===== src/rtl/uart_pkg.sv =====
// Shared UART definitions for the receive and transmit ends of the Segway link.
// Holds link rates, counter widths, command bytes and the receiver state encoding.
package uart_pkg;

    localparam int unsigned CLK_FREQ      = 50_000_000;
    localparam int unsigned BAUD          = 19200;
    localparam int unsigned BAUD_DIV_DFLT = 2604;

    localparam int unsigned CNT_W     = 12;
    localparam int unsigned DATA_W    = 8;
    localparam int unsigned BIT_CNT_W = 3;

    localparam logic [DATA_W-1:0] CMD_GO   = 8'h67;
    localparam logic [DATA_W-1:0] CMD_STOP = 8'h73;

    typedef enum logic [1:0] {
        IDLE  = 2'd0,
        START = 2'd1,
        DATA  = 2'd2,
        STOP  = 2'd3
    } rx_state_t;

    // Counter reload value for a span of n clocks (counter strobes on reaching zero).
    function automatic logic [CNT_W-1:0] cnt_load(input int unsigned n);
        return CNT_W'(n - 1);
    endfunction

endpackage


===== src/rtl/uart_rx_sync.sv =====
// Two-flop synchronizer for a single asynchronous input.
// Ports:
//   clk, rst_n : system clock, asynchronous active-low reset
//   d          : asynchronous input
//   q          : synchronized output, reset to RST_VAL
module rx_sync #(
    parameter logic RST_VAL = 1'b1
) (
    input  logic clk,
    input  logic rst_n,
    input  logic d,
    output logic q
);

    logic meta;

    // Reset to the input's idle level so no false edge appears after reset.
    always_ff @(posedge clk or negedge rst_n) begin
        if (!rst_n) begin
            meta <= RST_VAL;
            q    <= RST_VAL;
        end else begin
            meta <= d;
            q    <= meta;
        end
    end

endmodule


===== src/rtl/uart_rx.sv =====
// 8N1 UART receiver. Samples each bit at its centre using a down-counting baud
// timer, flags framing errors and overruns, and hands each good byte to the
// consumer with a rdy/clr_rdy handshake.
// Ports:
//   clk, rst_n : system clock, asynchronous active-low reset
//   RX         : serial line, idle high, asynchronous to clk
//   clr_rdy    : consumer pulse, clears rdy, frm_err and ovr_err
//   rx_data    : last good byte received (LSB first on the wire)
//   rdy        : good byte available, held until clr_rdy
//   frm_err    : sticky, last frame had a low stop bit
//   ovr_err    : sticky, a good frame completed while rdy was still high
module uart_rx
    import uart_pkg::*;
#(
    parameter int unsigned BAUD_DIV = BAUD_DIV_DFLT
) (
    input  logic              clk,
    input  logic              rst_n,
    input  logic              RX,
    input  logic              clr_rdy,
    output logic [DATA_W-1:0] rx_data,
    output logic              rdy,
    output logic              frm_err,
    output logic              ovr_err
);

    localparam logic [CNT_W-1:0] FULL_LOAD = cnt_load(BAUD_DIV);
    localparam logic [CNT_W-1:0] HALF_LOAD = cnt_load(BAUD_DIV / 2);
    localparam logic [BIT_CNT_W-1:0] LAST_BIT = BIT_CNT_W'(DATA_W - 1);

    rx_state_t            state;
    logic                 rx_s;
    logic [CNT_W-1:0]     baud_cnt;
    logic [BIT_CNT_W-1:0] bit_cnt;
    logic [DATA_W-1:0]    shift;
    logic                 strobe_c;

    // Line synchronizer; resets to the idle (high) level.
    rx_sync #(.RST_VAL(1'b1)) u_sync (
        .clk   (clk),
        .rst_n (rst_n),
        .d     (RX),
        .q     (rx_s)
    );

    assign strobe_c = (baud_cnt == '0);

    // Receive FSM, baud timer, bit counter, shifter and output flags.
    always_ff @(posedge clk or negedge rst_n) begin
        if (!rst_n) begin
            state    <= IDLE;
            baud_cnt <= '0;
            bit_cnt  <= '0;
            shift    <= '0;
            rx_data  <= '0;
            rdy      <= 1'b0;
            frm_err  <= 1'b0;
            ovr_err  <= 1'b0;
        end else begin
            // Consumer clear; frame completion below overrides it in the same cycle.
            if (clr_rdy) begin
                rdy     <= 1'b0;
                frm_err <= 1'b0;
                ovr_err <= 1'b0;
            end

            // Timer runs in every state except IDLE, reloading a full bit at each strobe.
            if (state != IDLE) begin
                baud_cnt <= strobe_c ? FULL_LOAD : baud_cnt - CNT_W'(1);
            end

            unique case (state)
                IDLE: begin
                    // Half-bit load puts the first strobe at the centre of the start bit.
                    if (!rx_s) begin
                        baud_cnt <= HALF_LOAD;
                        bit_cnt  <= '0;
                        state    <= START;
                    end
                end

                START: begin
                    // A start bit that has gone high by its centre was a glitch.
                    if (strobe_c) begin
                        state <= rx_s ? IDLE : DATA;
                    end
                end

                DATA: begin
                    if (strobe_c) begin
                        shift   <= {rx_s, shift[DATA_W-1:1]};
                        bit_cnt <= bit_cnt + BIT_CNT_W'(1);
                        if (bit_cnt == LAST_BIT) begin
                            state <= STOP;
                        end
                    end
                end

                STOP: begin
                    // Return to IDLE at the stop-bit centre so a following start edge is not missed.
                    if (strobe_c) begin
                        if (rx_s) begin
                            rx_data <= shift;
                            rdy     <= 1'b1;
                            ovr_err <= (ovr_err | rdy) & ~clr_rdy;
                        end else begin
                            frm_err <= 1'b1;
                        end
                        state <= IDLE;
                    end
                end

                default: state <= IDLE;
            endcase
        end
    end

endmodule


===== config.mk =====
export PLATFORM = sky130hd
export DESIGN_NAME = uart_rx
export DESIGN_NICKNAME = d
export VERILOG_FILES = /design/src/rtl/uart_pkg.sv /design/src/rtl/uart_rx_sync.sv /design/src/rtl/uart_rx.sv
export SDC_FILE = /design/constraint.sdc
export NUM_CORES = 1
export LEC_CHECK = 0
export CELL_PAD_IN_SITES_DETAIL_PLACEMENT = 0
export CELL_PAD_IN_SITES_GLOBAL_PLACEMENT = 2
export CORE_MARGIN = 2
export CORE_UTILIZATION = 41
export CTS_CLUSTER_DIAMETER = 50
export DETAILED_ROUTE_END_ITERATION = 8
export GPL_TIMING_DRIVEN = 0
export PLACE_DENSITY = 0.88
export SYNTH_ARGS = -nofsm -noshare
export SYNTH_HDL_FRONTEND = slang
export SYNTH_SLANG_ARGS = --single-unit

===== constraint.sdc =====
create_clock -name clk -period 4.6 [get_ports clk]
set_input_delay 0.46 -clock clk [delete_from_list [all_inputs] [get_ports clk]]
set_output_delay 0.46 -clock clk [all_outputs]
set_load 0.05 [all_outputs]

# Word level (Yosys, flattened, before mapping)
# Index checks and enable logic that the tools add are counted.
# word_totals
inputBits	4
out_inout_bits	11
register_bits	38
wordCells	58
# op_classes
muxes	26
n_bitwise	3
n_eq_ne	9
n_reduce_logical	8
add_sub_neg	2
# ops
operator	count
$mux W12	4
$logic_not A12 Y1	1
$mux W1	12
$mux W2	6
$sub A12 B1 Y12 const B	1
$ne A2 B2 Y1 const B	5
$pmux W2 S4	1
$mux W3	2
$pmux W3 S2	1
$reduce_and A3 Y1	2
$reduce_and A5 Y1	1
$eq A2 B2 Y1 const B	2
$reduce_bool A2 Y1	2
$add A3 B1 Y3 const B	1
$eq A3 B3 Y1 const B	1
$eq A2 B1 Y1 const B	1
$logic_not A2 Y1	1
$reduce_and A2 Y1	1
$and A1 B1 Y1	1
$not A1 Y1	1
$or A1 B1 Y1	1

# Longest topological paths before layout
# logic_depth
depth_word	5
mapped_depth	7

# Hierarchy
# From an unflattened synthesis, not the netlist that was laid out.
# unflattened
cells_unflattened	139
area_unflattened_um2	1729.2
# by_module_without_submodules
mod	seq_area_each_um2	n_inst	cells_each	area_each_um2
uart_rx	900.9	1	137	1676.6
rx_sync	52.6	1	2	52.6

# Least setup slack after synthesis
# No wires, ideal clock.
# synth_path
path_kind	register to register
from	register baud_cnt[0]
to	register rx_data[0]
path_buffers	0
path_stages_with_launch	7
slack_ns	2.417
period_less_slack_ns	2.183
arrival_ns	2.058
required_ns	4.475
setup_ns	0.125
path_cell_list	dfrtp_1 inv_1 ha_1 or4b_2 nor3_4 nand4_4 mux2_2
# synth_between
elab_chain_len	2
# synth_lines
item	line	source
from (decl)	uart_rx.sv:33	logic [CNT_W-1:0] baud_cnt;
from (signal assigned)	uart_rx.sv:69	baud_cnt <= strobe_c ? FULL_LOAD : baud_cnt - CNT_W'(1);
$logic_not A12 Y1	uart_rx.sv:46	assign strobe_c = (baud_cnt == '0);
$reduce_and A3 Y1 (no line)	n/a	
to (signal assigned)	uart_rx.sv:103	rx_data <= shift;
to (decl)	uart_rx.sv:21	output logic [DATA_W-1:0] rx_data,
# Every way passes these cells.
# A chain may end at the register's enable or synchronous reset.

# Worst setup path in the final report
# Same ends and word-level chain as after synthesis.

==> flow_summary.json <==
{
  "floorplan.initialDensity_pct": 42.8,
  "route.vias.total": 1111,
  "postSynthNetCount": 147,
  "multi_input_area_um2": 698,
  "drv_slew": 0,
  "grt_util_all_layers_pct": 15.7,
  "die_area_um2": 4710,
  "layout.nets": 168,
  "finalWeightedCongestion": 0.780,
  "num_antenna_cells": 0,
  "cp-end-kind": "flop",
  "crit_type": "reg -> reg",
  "critical_path.cell_chain": "inv_1, ha_1, or4b_2, nor3_4, nand4_4, mux2_2",
  "final.period_utilization_pct": 52.9,
  "io-pin-count": 15,
  "antenna_found_initial": 0,
  "clk-insertion-delay-late_ns": 0.30,
  "timing.max_cap.violations": 0,
  "yosys-top-cells-count": "dfrtp_1, mux2_2, nor2_1, nand2_1, nor3_1",
  "timing.final.setup_violations": 0,
  "area_after_detailed_placement_um2": 1910,
  "finalHoldViolations": 0,
  "wire_per_inst_um": 14.4,
  "postSynthRegisterBits": 38,
  "finClkSkew_ns": 0.00582,
  "fin_setup_tns_ns": 0,
  "synth_warnings": 0,
  "ys_seq_area_share_pct": 55.7,
  "max-clock-path-buffers": 2,
  "outcome": "completed",
  "die-width_um": 68.6,
  "ctsHtreeMaxLevel": 2,
  "post_cts.resized_instances": 0,
  "remaining_overflow_grt": 0,
  "synth.top_cells.by_area": "dfrtp_1, mux2_2, dfstp_2, ha_1, xor2_1",
  "numPortBuffers": 14,
  "hold_class": "in -> async",
  "die_y_um": 68.6,
  "cts.repair_timing.setup_buffer_count": 0,
  "filler_cell_count": 364,
  "clk_pin_slew_ns": 0.08,
  "power.density_cell_area_nw_per_um2": 292,
  "yosys.area.top_type": "dfrtp_1",
  "final_antenna_net_count": 0,
  "yosysMostFrequentCell": "dfrtp_1",
  "ys_async_sr_fraction_pct": 100,
  "via_count_of_the_first_global_routing_pass": 1115,
  "layout-area-overhead-vs-synth_pct": 17.1,
  "yosys_most_used_dff": "dfrtp_1",
  "synthesis.area_per_instance_um2": 12.3,
  "cts_sinks": 38,
  "largest_net_degree_at_the_start_of_global_routing": 39,
  "vias_per_cell": 5.27,
  "netlist-cell-type-count": 38,
  "clock.fmax_mhz": 411,
  "grt_first_pass_wirelength_mm": 5.28,
  "critical_path_arrival_ns": 2.62,
  "final_design_area_no_fill_um2": 2000,
  "final.hold.worst_slack_ns": 0.254,
  "clock-root-buffer": "clkbuf_8",
  "cts_made_buffers": 5,
  "irDropWorstVdd_mv": 0.180,
  "rsz0062_at_grt": "no",
  "worst-slew-pin-transition_ns": 0.816,
  "worst_slew_margin_rel_pct": 45.6,
  "critPathRequiredTime_ns": 4.78,
  "period_needed_ns": 2.44,
  "share_of_post_route_cells_with_drive_strength_above_1_pct": 28.0,
  "leakagePower_nw": 0.927,
  "initialDrtViolationCount": 72,
  "synthCells": 139,
  "synthDominantCellAreaShare_pct": 52.6,
  "ctsHoldBuffers": 0,
  "worst_path_largest_cell_delay_ns": 0.64,
  "core_area_um2": 4000,
  "drt_pass1_iterations": 4,
  "drc": 0,
  "cts_tree": "done",
  "regArea_um2": 953,
  "synth-edff-count": 0,
  "fin_total_pwr_mw": 0.585,
  "wirelength_mm": 3.04,
  "worstPathMaxFanout": 10,
  "layout.core_utilization_pct": 50.1,
  "crit_path_start_kind": "flop",
  "place.detailed.hpwl_mm": 2.12,
  "slowest_stage": "or4b_2",
  "placement_rows": 23,
  "post_synthesis_cell_area_um2": 1710
}
-- kinds of logic after synthesis --
logic type	Yosys count	synth area share, %
simple gates	41	14.8
buf+inv	12	3.51
xor+xnor	5	2.56
flops	38	55.7
fa+ha+maj	4	2.92
mux	18	11.8
compound gates	21	8.70
-- where the power goes --
group          leakage (nW)  internal, mW  total [mW]  switching (mW)
sequential            0.488         0.335       0.336        0.000293
clock                0.0472         0.120       0.239           0.118
combinational         0.392       0.00248      0.0105         0.00802
-- final timing paths --
| path | from | endpoint | slack (ns) | cells past startpoint |
|---|---|---|---|---|
| worst max register to register | baud_cnt[0] | rx_data[0] | 2.16 | 6 |
| worst min-delay path | rst_n | shift[5] | 0.25 | 1 |
| max in group asynchronous | rst_n | baud_cnt[5] | 3.83 | 1 |
| worst max-delay path | baud_cnt[0] | rx_data[0] | 2.16 | 6 |
| min in group clk | u_sync.meta | u_sync.q | 0.36 | 0 |
| worst min register to register | u_sync.meta | u_sync.q | 0.36 | 0 |
-- stage by stage --
step                      worst slack (ns)  std cells
after floorplan                       2.42        139
after global placement                2.22        203
after detailed placement              2.17        203
after CTS                             2.16        211
after global routing                  2.00        211
final                                 2.16        211
-- layout by cell type, fill, tap and decap left out, drive strengths merged, types with 2 or more instances in the layout --
| cell type | n |
|---|---|
| a21oi | 3 |
| a31o | 2 |
| and3 | 2 |
| buf | 5 |
| clkbuf | 9 |
| clkdlybuf4s50 | 13 |
| dfrtp | 36 |
| dfstp | 2 |
| ha | 4 |
| inv | 5 |
| mux2 | 17 |
| nand2 | 7 |
| nand2b | 2 |
| nand3 | 4 |
| nand4 | 2 |
| nor2 | 8 |
| nor3 | 7 |
| o211ai | 2 |
| o21ai | 4 |
| o311ai | 3 |
| or2 | 2 |
| or3 | 2 |
| or4b | 2 |
| xor2 | 5 |
-- critical path: cells and delay by family, from the launching register on --
family                     cells  cell delay [ns]
and+or+nand+nor                3             1.31
DFF                            1             0.38
muxes                          1             0.34
adders and majority gates      1             0.17
buffers and inverters          1             0.12
-- final cells by class --
class                      count  share of cell area, %
inverter                       5                  0.936
tap                           50                   3.12
multi-input combinational     89                   34.8
timing repair buffer          14                   6.74
sequential                    38                   47.6
clock inverter                 2                  0.624
buffer                         7                   2.06
clock buffer                   6                   4.12
-- state kept, by name, indices dropped and copies added, names as in the netlist, named ones only --
| signal | flops |
|---|---|
| baud_cnt | 12 |
| bit_cnt | 3 |
| frm_err | 1 |
| ovr_err | 1 |
| rdy | 1 |
| rx_data | 8 |
| shift | 8 |
| state | 1 |
| u_sync.meta | 1 |
| u_sync.q | 1 |
-- metal layers --
metal	vias up	track usage [%]	routed length, µm
met5	-	0	0
met4	0	8.25	67
met3	6	4.55	91
met2	15	24.3	1440
met1	545	20.0	1440
li1	545	-	-
(Power assumes the default switching activity.)
